--- config.mk ---
export PLATFORM = sky130hd
export DESIGN_NAME = derivative_lag_sv
export DESIGN_NICKNAME = d
export VERILOG_FILES = /design/src/rtl/derivative_lag_sv.sv
export SDC_FILE = /design/constraint.sdc
export NUM_CORES = 1
export LEC_CHECK = 0
export CORE_UTILIZATION = 50
export DETAILED_ROUTE_END_ITERATION = 8
export PLACE_DENSITY = 0.7
export SYNTH_ARGS = -nofsm -noshare
export SYNTH_HDL_FRONTEND = slang
export SYNTH_SLANG_ARGS = --single-unit
--- constraint.sdc ---
create_clock -name i_sysclk_40 -period 2.63 [get_ports i_sysclk_40]
set_input_delay 0.263 -clock i_sysclk_40 [delete_from_list [all_inputs] [get_ports i_sysclk_40]]
set_output_delay 0.263 -clock i_sysclk_40 [all_outputs]
set_load 0.01 [all_outputs]
--- src/rtl/derivative_lag_sv.sv ---
// ---------------------------------------------------------------------------
// derivative_lag_sv
//
// Multi-channel, valid-qualified discrete differentiator for the FM
// demodulator path. Each channel computes y[n] = x[n] - x[n-L], where the
// lag L is chosen at run time from 1..MAX_LAG. All channels share one
// control path (state, fill counter, stored lag); only the data path is
// replicated per channel.
//
// After reset, or after any lag change, the block sits in FILL until L valid
// samples have entered the history. The first output comes from sample L+1.
// Output latency is one clock. Output data is held between valid pulses.
//
// Optional feature macro: DERIV_SATURATE_EN
//   undefined : the DATA_WIDTH+1 bit difference wraps to DATA_WIDTH bits.
//   defined   : the difference saturates to the signed DATA_WIDTH range and
//               an extra output o_sat flags a clip on any channel.
//
// Ports:
//   i_sysclk_40        system clock (40 MHz)
//   i_rst_n            asynchronous active-low reset
//   i_valid            qualifies i_data (one sample per channel)
//   i_data             packed signed samples, channel k at [k*DATA_WIDTH +: DATA_WIDTH]
//   i_lag              requested lag; 0 -> 1, values above MAX_LAG -> MAX_LAG
//   o_valid            qualifies o_derivative_data
//   o_derivative_data  packed signed differences, same packing as i_data
//   o_sat              (DERIV_SATURATE_EN only) some channel clipped on this sample
//   o_filling          high while in the FILL state
// ---------------------------------------------------------------------------
module derivative_lag_sv #(
    parameter int DATA_WIDTH = 16,
    parameter int NUM_CH     = 2,
    parameter int MAX_LAG    = 8
) (
    input  logic                           i_sysclk_40,
    input  logic                           i_rst_n,
    input  logic                           i_valid,
    input  logic [NUM_CH*DATA_WIDTH-1:0]   i_data,
    input  logic [$clog2(MAX_LAG+1)-1:0]   i_lag,
    output logic                           o_valid,
    output logic [NUM_CH*DATA_WIDTH-1:0]   o_derivative_data,
`ifdef DERIV_SATURATE_EN
    output logic                           o_sat,
`endif
    output logic                           o_filling
);

    localparam int LAG_W = $clog2(MAX_LAG + 1);
    localparam logic [LAG_W-1:0] MAX_LAG_L = LAG_W'(MAX_LAG);

    typedef enum logic {
        S_FILL = 1'b0,
        S_RUN  = 1'b1
    } state_t;

    // Reduction of the full-precision difference back to DATA_WIDTH bits.
`ifdef DERIV_SATURATE_EN
    localparam logic signed [DATA_WIDTH-1:0] SAT_MAX = {1'b0, {(DATA_WIDTH-1){1'b1}}};
    localparam logic signed [DATA_WIDTH-1:0] SAT_MIN = {1'b1, {(DATA_WIDTH-1){1'b0}}};

    // The value fits in DATA_WIDTH bits only if the two top bits agree.
    function automatic logic diff_clips(input logic signed [DATA_WIDTH:0] d);
        return d[DATA_WIDTH] != d[DATA_WIDTH-1];
    endfunction

    function automatic logic signed [DATA_WIDTH-1:0] reduce_diff(input logic signed [DATA_WIDTH:0] d);
        if (diff_clips(d))
            return d[DATA_WIDTH] ? SAT_MIN : SAT_MAX;
        return d[DATA_WIDTH-1:0];
    endfunction
`else
    function automatic logic signed [DATA_WIDTH-1:0] reduce_diff(input logic signed [DATA_WIDTH:0] d);
        return d[DATA_WIDTH-1:0];
    endfunction
`endif

    // Control state
    state_t             r_state;
    state_t             w_state_next;
    logic [LAG_W-1:0]   r_cnt;
    logic [LAG_W-1:0]   w_cnt_next;
    logic [LAG_W-1:0]   w_cnt_inc;
    logic [LAG_W-1:0]   r_lag;
    logic [LAG_W-1:0]   w_lag_eff;
    logic [LAG_W-1:0]   w_hist_idx;
    logic               w_lag_chg;
    logic               w_vld_next;

    // Data path
    logic signed [DATA_WIDTH-1:0]  r_hist [NUM_CH][MAX_LAG];
    logic [NUM_CH*DATA_WIDTH-1:0]  w_deriv;
    logic [NUM_CH*DATA_WIDTH-1:0]  r_data_p1;
    logic                          r_vld_p1;
`ifdef DERIV_SATURATE_EN
    logic                          w_clip;
    logic                          r_sat_p1;
`endif

    // Clamp the requested lag into 1..MAX_LAG.
    always_comb begin
        w_lag_eff = i_lag;
        if (i_lag == '0)
            w_lag_eff = LAG_W'(1);
        else if (i_lag > MAX_LAG_L)
            w_lag_eff = MAX_LAG_L;
    end

    assign w_hist_idx = w_lag_eff - LAG_W'(1);

    // r_lag resets to 0, which no effective lag can equal. The first cycle
    // after reset is therefore seen as a lag change while still in FILL: the
    // lag is latched and a sample on that cycle counts as fill sample 1,
    // exactly as if the lag had been stored at reset.
    always_ff @(posedge i_sysclk_40 or negedge i_rst_n) begin
        if (!i_rst_n) begin
            r_state <= S_FILL;
            r_cnt   <= '0;
            r_lag   <= '0;
        end else begin
            r_state <= w_state_next;
            r_cnt   <= w_cnt_next;
            r_lag   <= w_lag_eff;
        end
    end

    always_comb begin
        w_state_next = r_state;
        w_vld_next   = 1'b0;
        w_lag_chg    = (w_lag_eff != r_lag);
        // A lag change restarts the count; a sample on that same cycle is
        // fill sample 1 for the new lag.
        w_cnt_inc    = (w_lag_chg ? '0 : r_cnt) + LAG_W'(i_valid);

        case (r_state)
            S_FILL: begin
                if (i_valid && (w_cnt_inc >= w_lag_eff))
                    w_state_next = S_RUN;
            end
            S_RUN: begin
                if (w_lag_chg) begin
                    // Only reachable with a new lag of 1 and a sample present:
                    // the fill completes on this very sample.
                    if (i_valid && (w_cnt_inc >= w_lag_eff))
                        w_state_next = S_RUN;
                    else
                        w_state_next = S_FILL;
                end else begin
                    w_vld_next = i_valid;
                end
            end
            default: w_state_next = S_FILL;
        endcase

        w_cnt_next = (w_state_next == S_RUN) ? '0 : w_cnt_inc;
    end

    // Per-channel difference against the history tap selected by the lag.
    always_comb begin
        logic signed [DATA_WIDTH-1:0] v_x;
        logic signed [DATA_WIDTH-1:0] v_past;
        logic signed [DATA_WIDTH:0]   v_diff;
        w_deriv = '0;
`ifdef DERIV_SATURATE_EN
        w_clip  = 1'b0;
`endif
        for (int ch = 0; ch < NUM_CH; ch++) begin
            v_x    = i_data[ch*DATA_WIDTH +: DATA_WIDTH];
            v_past = '0;
            for (int j = 0; j < MAX_LAG; j++) begin
                if (w_hist_idx == LAG_W'(j))
                    v_past = r_hist[ch][j];
            end
            v_diff = {v_x[DATA_WIDTH-1], v_x} - {v_past[DATA_WIDTH-1], v_past};
            w_deriv[ch*DATA_WIDTH +: DATA_WIDTH] = reduce_diff(v_diff);
`ifdef DERIV_SATURATE_EN
            w_clip = w_clip | diff_clips(v_diff);
`endif
        end
    end

    // ---- stage p1: history shift and registered output ----
    always_ff @(posedge i_sysclk_40 or negedge i_rst_n) begin
        if (!i_rst_n) begin
            r_vld_p1  <= 1'b0;
            r_data_p1 <= '0;
`ifdef DERIV_SATURATE_EN
            r_sat_p1  <= 1'b0;
`endif
            for (int ch = 0; ch < NUM_CH; ch++)
                for (int j = 0; j < MAX_LAG; j++)
                    r_hist[ch][j] <= '0;
        end else begin
            r_vld_p1 <= w_vld_next;
            if (w_vld_next) begin
                r_data_p1 <= w_deriv;
`ifdef DERIV_SATURATE_EN
                r_sat_p1  <= w_clip;
`endif
            end
            if (i_valid) begin
                for (int ch = 0; ch < NUM_CH; ch++) begin
                    r_hist[ch][0] <= i_data[ch*DATA_WIDTH +: DATA_WIDTH];
                    for (int j = 1; j < MAX_LAG; j++)
                        r_hist[ch][j] <= r_hist[ch][j-1];
                end
            end
        end
    end

    assign o_valid           = r_vld_p1;
    assign o_derivative_data = r_data_p1;
    assign o_filling         = (r_state == S_FILL);
`ifdef DERIV_SATURATE_EN
    assign o_sat             = r_sat_p1;
`endif

endmodule

==> Yosys cells after proc, flatten, opt, wreduce, memory -nomap -nowiden <==
Index checks and enable logic that the tools add are counted.
{ "classes": {"reduce_logical": 3, "addsub": 4, "mux": 25, "eq_ne": 8, "bitwise_logic": 1, "n_lt_le_gt_ge": 2} }
{ "ops": {"columns": ["operator", "n"], "rows": [
  ["2-to-1 mux 16 bit", 16],
  ["subtractor 16 bit", 2],
  ["equality test 4 x 3 -> 1 bit (second input constant)", 4],
  ["2-to-1 mux 4 bit", 4],
  ["equality test 4 x 2 -> 1 bit (second input constant)", 2],
  ["logical NOT 4 bit", 2],
  ["adder 4 x 1 -> 4 bit", 1],
  ["equality test 4 x 1 -> 1 bit (second input constant)", 1],
  [">= comparator 4 bit", 1],
  ["> comparator 4 bit (second input constant)", 1],
  ["2-to-1 mux 1 bit", 4],
  ["!= test 4 bit", 1],
  ["subtractor 4 x 1 -> 4 bit (second input constant)", 1],
  ["case mux 1 bit (2 select lines)", 1],
  ["logical AND 1 bit", 1],
  ["inverter 1 bit", 1]
]} }
{ "totals": {"inputBits": 39, "register_bits": 298, "out_inout_bits": 34, "elab_cells": 64} }

==> Logic depth before layout (Yosys ltp) <==
Gate-level depths: netlist (run 1).
{ "logic_depth": {"word_depth": 14, "ltp_mapped": 19, "mapped_depth_nobuf": 17} }

==> Least setup slack after synthesis (run 1) <==
OpenSTA, ideal clock, no wires.
{ "synth_path": {"path_type": "input-to-reg", "from": "in i_lag[0]", "to": "reg r_data_p1[14], in the netlist o_derivative_data[14]", "arrival_time_ns": 3.234, "path_slack_ns": -0.733, "path_buffers": 3, "setup_ns": 0.129, "path_stages": 17, "required_time_ns": 2.501, "path_cell_list": "buf_2 -> buf_4 -> nand2_1 -> nor2_2 -> clkbuf_1 -> a2111oi_0 -> a21oi_1 -> ha_1 -> inv_1 -> fa_1 -> a21o_1 -> a21o_1 -> o21a_2 -> a41o_1 -> a31oi_2 -> xor2_1 -> o21ai_1"} }
{ "synth_via": {"elab_chain_len": 14, "elab_cells_between_ends": 25, "cone_classes": "2 x add/sub; 1 x order compare; 8 x eq/ne; 12 x mux; 2 x reduce/logical"} }
{ "synth_rtl": {"columns": ["item", "line", "text"], "rows": [
  ["from (decl)", "39", "input logic [$clog2(MAX_LAG+1)-1:0] i_lag,"],
  ["> comparator 4 bit", "104", "else if (i_lag > MAX_LAG_L)"],
  ["2-to-1 mux 4 bit", "104", null],
  ["2-to-1 mux 4 bit (*)", "102", "if (i_lag == '0)"],
  ["subtractor 4 x 1 -> 4 bit", "108", "assign w_hist_idx = w_lag_eff - LAG_W'(1);"],
  ["logical NOT 4 bit", "170", "if (w_hist_idx == LAG_W'(j))"],
  ["2-to-1 mux 16 bit (8 in series)", "170", null],
  ["subtractor 16 bit", "173", "v_diff = {v_x[DATA_WIDTH-1], v_x} - {v_past[DATA_WIDTH-1], v_past};"],
  ["to (signal assigned)", "195", "r_data_p1 <= w_deriv;"],
  ["to (decl)", "92", "logic [NUM_CH*DATA_WIDTH-1:0] r_data_p1;"]
]} }
Mark *: on every way between the ends. The rest lies on a longest branch, timed or not.
A chain may end at the register's enable or synchronous reset.

==> Final worst setup path (run 1) <==
{ "layout_path": {"from": "reg r_hist[240] in the netlist's numbering", "to": "reg r_data_p1[14], in the netlist o_derivative_data[14]"} }
{ "layout_via": {"elab_chain_len": 9} }
{ "layout_rtl": {"columns": ["item", "line", "text"], "rows": [
  ["from (decl)", "90", "logic signed [DATA_WIDTH-1:0] r_hist [NUM_CH][MAX_LAG];"],
  ["from (signal, indexed assignment)", "202", "r_hist[ch][0] <= i_data[ch*DATA_WIDTH +: DATA_WIDTH];"],
  ["from (signal, indexed assignment)", "204", "r_hist[ch][j] <= r_hist[ch][j-1];"],
  ["2-to-1 mux 16 bit (8 in series)", "170", null],
  ["subtractor 16 bit", "173", null]
]} }
No other way between the ends.

==> results.py, run 1 <==
metrics = {
    "floorplanning": {
        "dieArea_mm2": 0.0299,
        "fp-row-count": 62,
        "start_util_pct": 50.9,
        "io-pin-count": 73,
        "die_h_um": 173,
        "die_w_um": 173,
        "core_mm2": 0.0287,
    },
    "sta": {
        "fin_setup_tns_ns": -4.93,
        "worst-slew-pin-transition_ns": 0.898,
        "skew_ns": 0.0187,
        "layout_min_cycle_time_ns": 3.08,
        "fmax_mhz": 325,
        "setup_viol": 22,
        "hold_viol_final": 0,
        "fin_crit_sh_pct": 117,
        "setup_ws_ns": -0.450,
        "whs_ns": 0.124,
        "slew_violations": 0,
        "slew_headroom_pct": 40.1,
        "grt_setup_unrepaired": "yes",
    },
    "synth": {
        "ys_seq_area_share_pct": 51.0,
        "synth_warnings": 0,
        "synth_edf_count": 0,
        "synth_common_cells": "dfrtp_1, mux2_2, a21oi_1",
        "synthSimpleGateAreaFrac_pct": 7.66,
        "synth_top_family_by_area": "multiplexers",
        "synth_nets": 1327,
        "yosysTopAreaCellShare_pct": 51.0,
        "synthMuxAreaShare_pct": 21.4,
        "syn_inst": 1250,
        "yosysUniqueCellTypes": 61,
        "synthTopCellsByArea": "dfrtp_1, mux2_2, a21oi_1",
        "ys_ff_latch": 298,
        "synth_xor_area_share_pct": 1.92,
        "synth_area_leader_cell": "dfrtp_1",
        "avgSynthCellArea_um2": 11.7,
        "synth_compound_area_share_pct": 11.7,
        "synth-main-ff-cell": "dfrtp_1",
        "async_flop_share_pct": 100,
        "synth_adder_area_share_pct": 3.36,
        "synth_area_mm2": 0.0146,
        "yosysMostFrequentCell": "dfrtp_1",
    },
    "worst_setup_path": {
        "critPathRequiredTime_ns": 3.02,
        "crit_fanout": 3,
        "path_common_cell": "a21o_1",
        "arrival_ns": 3.47,
        "worstSetupPathType": "reg -> reg",
        "max_stage_delay_ns": 0.38,
        "cp-end-kind": "register",
        "critPathLaunchType": "register",
        "worstPathCellList": "o22ai_2, nor2_2, nand3b_1, a21oi_2, a2111oi_2, a21oi_1, ha_2, inv_2, fa_2, a21o_1, a21o_1, o21a_2, a41o_1, a31oi_2, xor2_1, o21ai_1",
        "slowest_stage": "dfrtp_1",
    },
    "drt": {
        "ant_nets": 0,
        "vias": 10800,
        "drc_errors": 0,
        "dr.pass1.iters": 6,
        "drt_wl_total_um": 35500,
        "post_drt_wl_per_cell_um": 18.4,
        "drtIter0Drc": 593,
        "viasPerCell": 5.61,
    },
    "clock_network": {
        "cts_buffers": 34,
        "tritoncts": "done",
        "clock_sinks": 298,
        "clock-root-buffer": "clkbuf_16",
        "clk_latency_ns": 0.52,
        "clk_pin_slew_ns": 0.06,
        "cts_buffer_depth": 3,
        "cts_max_level": 2,
    },
    "power": {
        "power_leakage_nw": 8.33,
        "power.density_mw_per_mm2": 869,
        "max-vdd-ir-drop_mv": 0.603,
    },
    "placed_design": {
        "gp_congestion": 0.836,
        "pre_cts_ws_ns": -0.872,
        "dp_hpwl_um": 23600,
        "portBuffers": 72,
    },
    "global_route": {
        "grt_antenna_before_repair": 0,
        "grt_pass1_wl_um": 58200,
        "grt_pass1_vias": 11300,
        "grt_max_degree": 123,
        "grtUsageTotal_pct": 24.1,
        "overflow": 0,
    },
    "finish": {
        "antenna_cells": 0,
        "layout-drive-gt1-share_pct": 43.5,
        "synthToLayoutAreaGrowth_pct": 30.9,
        "nets": 1602,
    },
    "run_status": {
        "violations": "negative setup slack",
        "status": "finished, violations left",
    },
    "worst_hold_path": {
        "hp-class": "in -> reg",
    },
    "run": {
        "max_cap_viol_count": 0,
    },
}
-- worst paths after layout --
check                                     start               endpoint  slack, ns  cells after the start
setup reg to reg                    r_hist[240]  o_derivative_data[14]      -0.45                     16
min in group asynchronous               i_rst_n            r_hist[218]       0.32                      2
max in group asynchronous               i_rst_n              r_hist[4]       1.44                      3
hold / removal                         i_lag[3]               r_lag[1]       0.12                      3
hold reg to reg            o_derivative_data[7]   o_derivative_data[7]       0.48                      2
setup / recovery                    r_hist[240]  o_derivative_data[14]      -0.45                     16
-- power by group --
part	switching [mW]	internal, mW
clock	1.88	2.91
sequential	0.821	5.82
combinational	2.19	2.98
-- metal layers --
| layer | vias to the layer above | GRT usage (%) | wire, um |
|---|---|---|---|
| met3 | 58 | 3.06 | 1300 |
| li1 | 5062 | - | - |
| met1 | 5481 | 33.5 | 16400 |
| met2 | 233 | 39.8 | 17100 |
| met4 | 0 | 6.78 | 774 |
| met5 | - | 0 | 0 |
-- sequential cells by signal (all words and copies together), names as in the netlist --
| signal | count |
|---|---|
| r_lag | 4 |
| r_state | 1 |
| r_cnt | 4 |
| o_derivative_data | 32 |
| o_valid | 1 |
| r_hist | 256 |
-- repair_timing --
action                                  4_1_cts  5_1_grt
endpoints found under the setup margin       27       30
pin swaps                                    73       56
buffers inserted                              7        9
hold buffers                                  1        0
endpoints found under the hold margin        61        0
resized for setup                            72       35
-- critical path: cells and delay by family (launching register included) --
family | cells | cell delay [ns]
AOI/OAI and AO/OA | 10 | 1.50
buffers and inverters | 1 | 0.04
and+or+nand+nor | 2 | 0.29
adders and majority gates | 2 | 0.58
DFF | 1 | 0.38
xor gates and xnor gates | 1 | 0.17
-- kinds of logic after synthesis --
family,after synthesis
buffers and inverters,96
AO/OA/AOI/OAI,275
flip-flops,298
XOR/XNOR,32
multiplexers,278
adder cells (fa/ha/maj),38
AND/OR/NAND/NOR,233
-- stage by stage --
step,utilization [%],cell area [um^2],power (mW),instances
floorplan,-,14800,9.20,1250
global placement,60.5,17400,11.2,1860
finish,66.6,19100,16.6,1932
global route,66.6,19100,17.5,1932
CTS,65.9,18900,16.5,1926
detailed placement,60.5,17400,11.4,1860
-- layout make-up --
cell class / instances / area (um^2)
tap: 384 / 480
fill: 2125 / 9580
inverter: 19 / 73.8
multi-input combinational: 856 / 7280
clock buffer: 48 / 985
sequential: 298 / 7460
timing repair buffer: 316 / 2690
clock inverter: 11 / 155
-- placed cells by master, fill, tap and decap left out, drive strengths merged, types with 3 or more instances in the layout --
| cell type | instances |
|---|---|
| a32oi | 17 |
| mux2 | 273 |
| clkbuf | 48 |
| or3 | 4 |
| buf | 249 |
| nand3b | 3 |
| o31ai | 19 |
| a211oi | 15 |
| nand2b | 24 |
| nor2 | 78 |
| a21o | 7 |
| dfrtp | 298 |
| xnor2 | 17 |
| clkdlybuf4s50 | 66 |
| bufinv | 3 |
| a22oi | 12 |
| o21a | 12 |
| and3 | 3 |
| ha | 36 |
| o21ai | 68 |
| inv | 19 |
| clkinv | 7 |
| a2111oi | 3 |
| a21oi | 90 |
| a31oi | 3 |
| nand2 | 55 |
| mux2i | 5 |
| nor3 | 19 |
| o22ai | 18 |
| nor2b | 19 |
| xor2 | 15 |
| nand3 | 16 |
| and2 | 4 |
(Power assumes the default switching activity.)
==> run 2, diff against run 1 <==
PLACE_DENSITY = 0.83   (was 0.7)
==> run 2 against run 1 <==
Effect of this change:
- the run still ends with negative setup slack left
- design area shrank 1.3%
- clock skew fell by 0.0058 ns
- sequential share of layout area increased by 0.50 points
- hold slack lost 0.043 ns
- sequential power up 0.8%
- critical path type unchanged
- largest cell class unchanged
- clock power down 5.6%
- largest power group unchanged
==> results.py, run 2 (same netlist as run 1, synthesis figures left out) <==
metrics = {
    "worst_setup_path": {
        "max_stage_delay_ns": 0.42,
        "rr_endpoint": "o_derivative_data[26]",
        "cp-end-kind": "register",
        "worstSetupPathType": "reg -> reg",
        "r2r_cells": 12,
        "rr_startpoint": "r_hist[114]",
        "slowest_stage": "a2111oi_4",
        "path_common_cell": "o31ai_1",
        "worstPathCellList": "o22ai_1, nor2_1, a32oi_1, o21ai_0, o31ai_1, ha_1, a21o_1, a2111oi_4, o31ai_1, a21oi_1, xor2_1, o21ai_1",
        "r2r_slack_ns": -0.52,
        "arrival_ns": 3.58,
        "critPathLaunchType": "register",
        "critPathRequiredTime_ns": 3.07,
        "crit_fanout": 4,
    },
    "global_route": {
        "grt_antenna_before_repair": 0,
        "grt_max_degree": 149,
        "grt_pass1_wl_um": 60100,
        "overflow": 0,
        "grt_pass1_vias": 11500,
        "grtUsageTotal_pct": 24.8,
    },
    "floorplanning": {
        "start_util_pct": 50.9,
        "die_h_um": 173,
        "dieArea_mm2": 0.0299,
        "io-pin-count": 73,
        "core_mm2": 0.0287,
        "die_w_um": 173,
        "fp-row-count": 62,
    },
    "power": {
        "power_leakage_nw": 8.18,
        "p_sw_share_pct": 30.3,
        "power.density_mw_per_mm2": 876,
        "p_clk_share_pct": 27.4,
        "p_total_mw": 16.5,
        "comb_power_share_pct": 32.2,
        "seq_power_share_pct": 40.4,
        "max-vdd-ir-drop_mv": 0.529,
        "p_int_mw": 11.5,
        "p_sw_mw": 5.02,
    },
    "finish": {
        "final_cells": 1900,
        "synthToLayoutAreaGrowth_pct": 29.2,
        "top_register": "r_hist",
        "final_common_cell": "dfrtp_1",
        "antenna_cells": 0,
        "layout-drive-gt1-share_pct": 42.2,
        "layout_common_cells": "dfrtp_1, mux2_2, buf_4, a21oi_1, nor2_1",
        "fillers": 1957,
        "largest_register_ffs": 256,
        "nets": 1571,
    },
    "sta": {
        "slew_violations": 0,
        "slew_headroom_pct": 30.3,
        "hold_viol_final": 0,
        "setup_viol": 24,
        "skew_ns": 0.0129,
        "worst-slew-pin-transition_ns": 1.05,
        "setup_ws_ns": -0.515,
        "grt_setup_unrepaired": "yes",
        "fin_crit_sh_pct": 120,
        "fmax_mhz": 318,
        "layout_min_cycle_time_ns": 3.15,
        "whs_ns": 0.0805,
    },
    "clock_network": {
        "cts_buffers": 30,
        "clock_sinks": 298,
        "cts_max_level": 1,
        "cts_buffer_depth": 3,
        "clk_latency_ns": 0.56,
        "tritoncts": "done",
        "clk_pin_slew_ns": 0.06,
        "clock-root-buffer": "clkbuf_16",
    },
    "run_status": {
        "violations": "negative setup slack",
        "status": "finished, violations left",
    },
    "drt": {
        "dr.pass1.iters": 5,
        "vias": 11100,
        "drt_wl_total_um": 38100,
        "ant_nets": 0,
        "post_drt_wl_per_cell_um": 20.0,
        "drtIter0Drc": 818,
        "viasPerCell": 5.85,
        "drc_errors": 0,
    },
    "worst_hold_path": {
        "min_from": "i_lag[3]",
        "hold_depth": 3,
        "hp-class": "in -> reg",
        "whs_endpoint": "r_lag[1]",
    },
    "placed_design": {
        "dp_hpwl_um": 23900,
        "portBuffers": 72,
        "gp_congestion": 0.858,
        "dp_cells": 1825,
    },
    "run": {
        "max_cap_viol_count": 0,
    },
}
## run 2: cell count changes in the layout (fill, tap and decap cells not counted), sizes merged
cell / delta
clkbuf: -1
buf: -27
clkinv: -4
## run 2: power by group through the flow
stage | sequential, mW | combinational [mW] | clock [mW]
6_report | 6.69 | 5.32 | 4.53
5_1_grt | 6.83 | 5.72 | 4.76
4_1_cts | 6.64 | 4.93 | 4.59
3_5_place_dp | 6.70 | 4.59 | 0
3_3_place_gp | 6.62 | 4.42 | 0
2_1_floorplan | 6.53 | 2.67 | 0
## run 2: what timing repair did
action | 4_1_cts | 5_1_grt
hold buffers | 1 | 0
gates resized for setup | 52 | 61
hold endpoints to repair | 46 | 0
setup endpoints to repair | 29 | 31
buffers inserted | 12 | 11
pin swaps | 67 | 63
## run 2: worst max-delay path by stage
stage,startpoint,to
finish,r_hist[114],o_derivative_data[26]
global route,r_hist[112],o_derivative_data[30]
CTS,r_hist[113],o_derivative_data[25]
detailed placement,i_lag[0],o_derivative_data[29]
global placement,i_lag[0],o_derivative_data[14]
floorplan,i_lag[0],o_derivative_data[29]
## run 2: layer usage
metal | part of all wire [%] | track usage [%] | vias to the layer above
met4 | 3.6 | 9.18 | 0
li1 | - | - | 4997
met2 | 49 | 41.3 | 405
met1 | 42 | 32.8 | 5610
met3 | 5.8 | 4.00 | 111
met5 | 0 | 0 | -
## run 2: cell type report
type / instances / area, um^2 / share of cell area [%]
repair buffers: 289 / 2500 / 13.2
well taps: 384 / 480 / 2.54
clock buffers: 47 / 946 / 5.01
clock inverters: 7 / 113 / 0.596
flip-flops and latches: 298 / 7460 / 39.5
multi-input cells: 856 / 7320 / 38.8
inverters: 19 / 71.3 / 0.378
## run 2: through the flow
step | area (um^2) | utilization (%) | TNS, ns | worst slack, ns
2_1_floorplan | 14800 | - | -4.83 | -0.543
3_3_place_gp | 17100 | 59.7 | -13.74 | -0.644
3_5_place_dp | 17100 | 59.7 | -16.76 | -0.738
4_1_cts | 18500 | 64.5 | -5.82 | -0.430
5_1_grt | 18900 | 65.8 | -10.37 | -0.648
6_report | 18900 | 65.8 | -7.49 | -0.515
## run 2: worst max-delay path: cells and delay by family, from the launching register on
family / cells / cell delay [ns]
xor+xnor: 1 / 0.27
simple gates: 1 / 0.11
flops: 1 / 0.38
fa+ha+maj: 1 / 0.33
compound gates: 9 / 1.94
==> run 3, diff against run 2 <==
SKIP_LAST_GASP = 1   (was not set)
SLEW_MARGIN = 20   (was not set)
==> run 3 against run 2 <==
Effect of this change:
- the run still ends with negative setup slack left
- critical path depth increased by 3
- clock-buffer cell count unchanged
- final cell count unchanged
- core utilization decreased by 0.12 points
- non-clock buffer count unchanged
- critical endpoint unchanged
- largest power group unchanged
- highest routed layer unchanged
==> results.py, run 3 (same netlist as run 1, synthesis figures left out) <==
metrics = {
    "sta": {
        "fmax_mhz": 314,
        "whs_ns": 0.0805,
        "slew_violations": 0,
        "skew_ns": 0.00897,
        "fin_crit_sh_pct": 121,
        "hold_viol_final": 0,
        "slew_headroom_pct": 28.6,
        "grt_setup_unrepaired": "yes",
        "setup_ws_ns": -0.554,
        "worst-slew-pin-transition_ns": 1.07,
        "setup_viol": 23,
        "layout_min_cycle_time_ns": 3.18,
    },
    "floorplanning": {
        "die_h_um": 173,
        "die_w_um": 173,
        "dieArea_mm2": 0.0299,
        "io-pin-count": 73,
        "fp-row-count": 62,
        "start_util_pct": 50.9,
        "core_mm2": 0.0287,
    },
    "worst_setup_path": {
        "r2r_cells": 15,
        "r2r_slack_ns": -0.55,
        "startpoint": "r_hist[112]",
        "critPathLaunchType": "register",
        "critPathRequiredTime_ns": 3.06,
        "worstSetupPathType": "reg -> reg",
        "crit_fanout": 3,
        "cp-end-kind": "register",
        "rr_startpoint": "r_hist[112]",
        "arrival_ns": 3.62,
        "endpoint": "o_derivative_data[26]",
        "rr_endpoint": "o_derivative_data[26]",
    },
    "clock_network": {
        "tritoncts": "done",
        "clk_pin_slew_ns": 0.07,
        "cts_max_level": 1,
        "clock-root-buffer": "clkbuf_16",
        "clock_sinks": 298,
        "cts_buffers": 30,
        "clk_latency_ns": 0.56,
        "cts_buffer_depth": 3,
    },
    "finish": {
        "fillers": 1964,
        "seq_area_mm2": 0.00746,
        "multi_input_area_mm2": 0.00729,
        "layout_common_cells": "dfrtp_1, mux2_2, buf_4, a21oi_1, nor2_1",
        "nets": 1571,
        "layout-drive-gt1-share_pct": 42.0,
        "final_common_cell": "dfrtp_1",
        "synthToLayoutAreaGrowth_pct": 29.0,
        "antenna_cells": 0,
        "top_register": "r_hist",
        "final_cells": 1900,
        "largest_register_ffs": 256,
        "stdcell_area_mm2": 0.0188,
    },
    "run_status": {
        "status": "finished, violations left",
        "violations": "negative setup slack",
    },
    "run": {
        "max_cap_viol_count": 0,
    },
    "drt": {
        "vias": 11200,
        "dr.pass1.iters": 6,
        "drc_errors": 0,
        "drt_wl_total_um": 38500,
        "viasPerCell": 5.88,
        "post_drt_wl_per_cell_um": 20.3,
        "ant_nets": 0,
        "drtIter0Drc": 819,
    },
    "placed_design": {
        "dp_cells": 1825,
        "pre_cts_ws_ns": -0.738,
        "placed_cell_area_mm2": 0.0171,
        "dp_hpwl_um": 23900,
        "gp_congestion": 0.858,
        "portBuffers": 72,
    },
    "worst_hold_path": {
        "hp-class": "in -> reg",
    },
    "global_route": {
        "grt_antenna_before_repair": 0,
        "grt_max_degree": 149,
        "grt_pass1_wl_um": 59900,
        "grt_pass1_vias": 11500,
        "overflow": 0,
        "grtUsageTotal_pct": 24.7,
    },
    "power": {
        "p_total_mw": 16.5,
        "power_leakage_nw": 8.17,
        "power.density_mw_per_mm2": 876,
        "max-vdd-ir-drop_mv": 0.549,
    },
}
run 3: what timing repair did:
item                                   CTS  global route
setup buffers                           12            12
setup endpoints to repair               29            31
hold buffers                             1             0
pin swaps                               66            76
gates resized for setup                 50            57
endpoints found under the hold margin   46             0
run 3: layer usage:
metal / share of wire [%] / vias to the layer above / GRT usage [%] / wire, um
met5: 0 / - / 0 / 0
met4: 3.9 / 0 / 9.14 / 1480
met3: 5.7 / 108 / 3.96 / 2180
met2: 49 / 407 / 41.1 / 18800
met1: 42 / 5653 / 32.7 / 16000
li1: - / 5004 / - / -
run 3: power breakdown:
part	switching, mW	total [mW]	leakage (nW)	internal (mW)
combinational	2.33	5.27	4.06	2.94
sequential	0.893	6.71	3.58	5.82
clock	1.79	4.54	0.521	2.74
run 3: stage by stage:
stage               TNS, ns  utilization [%]
floorplan             -4.83                -
global placement     -13.74             59.7
detailed placement   -16.76             59.7
CTS                   -5.92             64.4
global route         -10.96             65.7
finish                -7.96             65.7
run 3: critical path, stage by stage (launching register included):
cell	delay [ns]
dfrtp_1	0.38
o22ai_2	0.11
nor2_2	0.13
a32oi_1	0.12
o21ai_1	0.15
nor3_2	0.07
a21oi_2	0.14
ha_2	0.21
inv_2	0.05
fa_2	0.38
a21o_1	0.22
a2111oi_4	0.41
o31ai_1	0.12
a21oi_1	0.20
xor2_1	0.26
o21ai_1	0.10
run 3: final cells by class:
type | instances | area share (%)
Multi-Input combinational cell | 856 | 38.7
Inverter | 19 | 0.378
Tap cell | 384 | 2.55
Clock buffer | 47 | 5.02
Timing Repair Buffer | 289 | 13.2
Sequential cell | 298 | 39.6
Clock inverter | 7 | 0.597
run 3: worst min path at each step:
stage                     cells past startpoint  startpoint                   end  slack, ns
after global placement                        1     i_rst_n           r_hist[141]       0.20
after CTS                                     3    i_lag[3]              r_lag[1]       0.05
after global routing                          3    i_lag[3]              r_lag[1]       0.07
after floorplan                               0     i_rst_n  o_derivative_data[0]      -0.03
final                                         3    i_lag[3]              r_lag[1]       0.08
after detailed placement                      1     i_rst_n           r_hist[139]       0.20
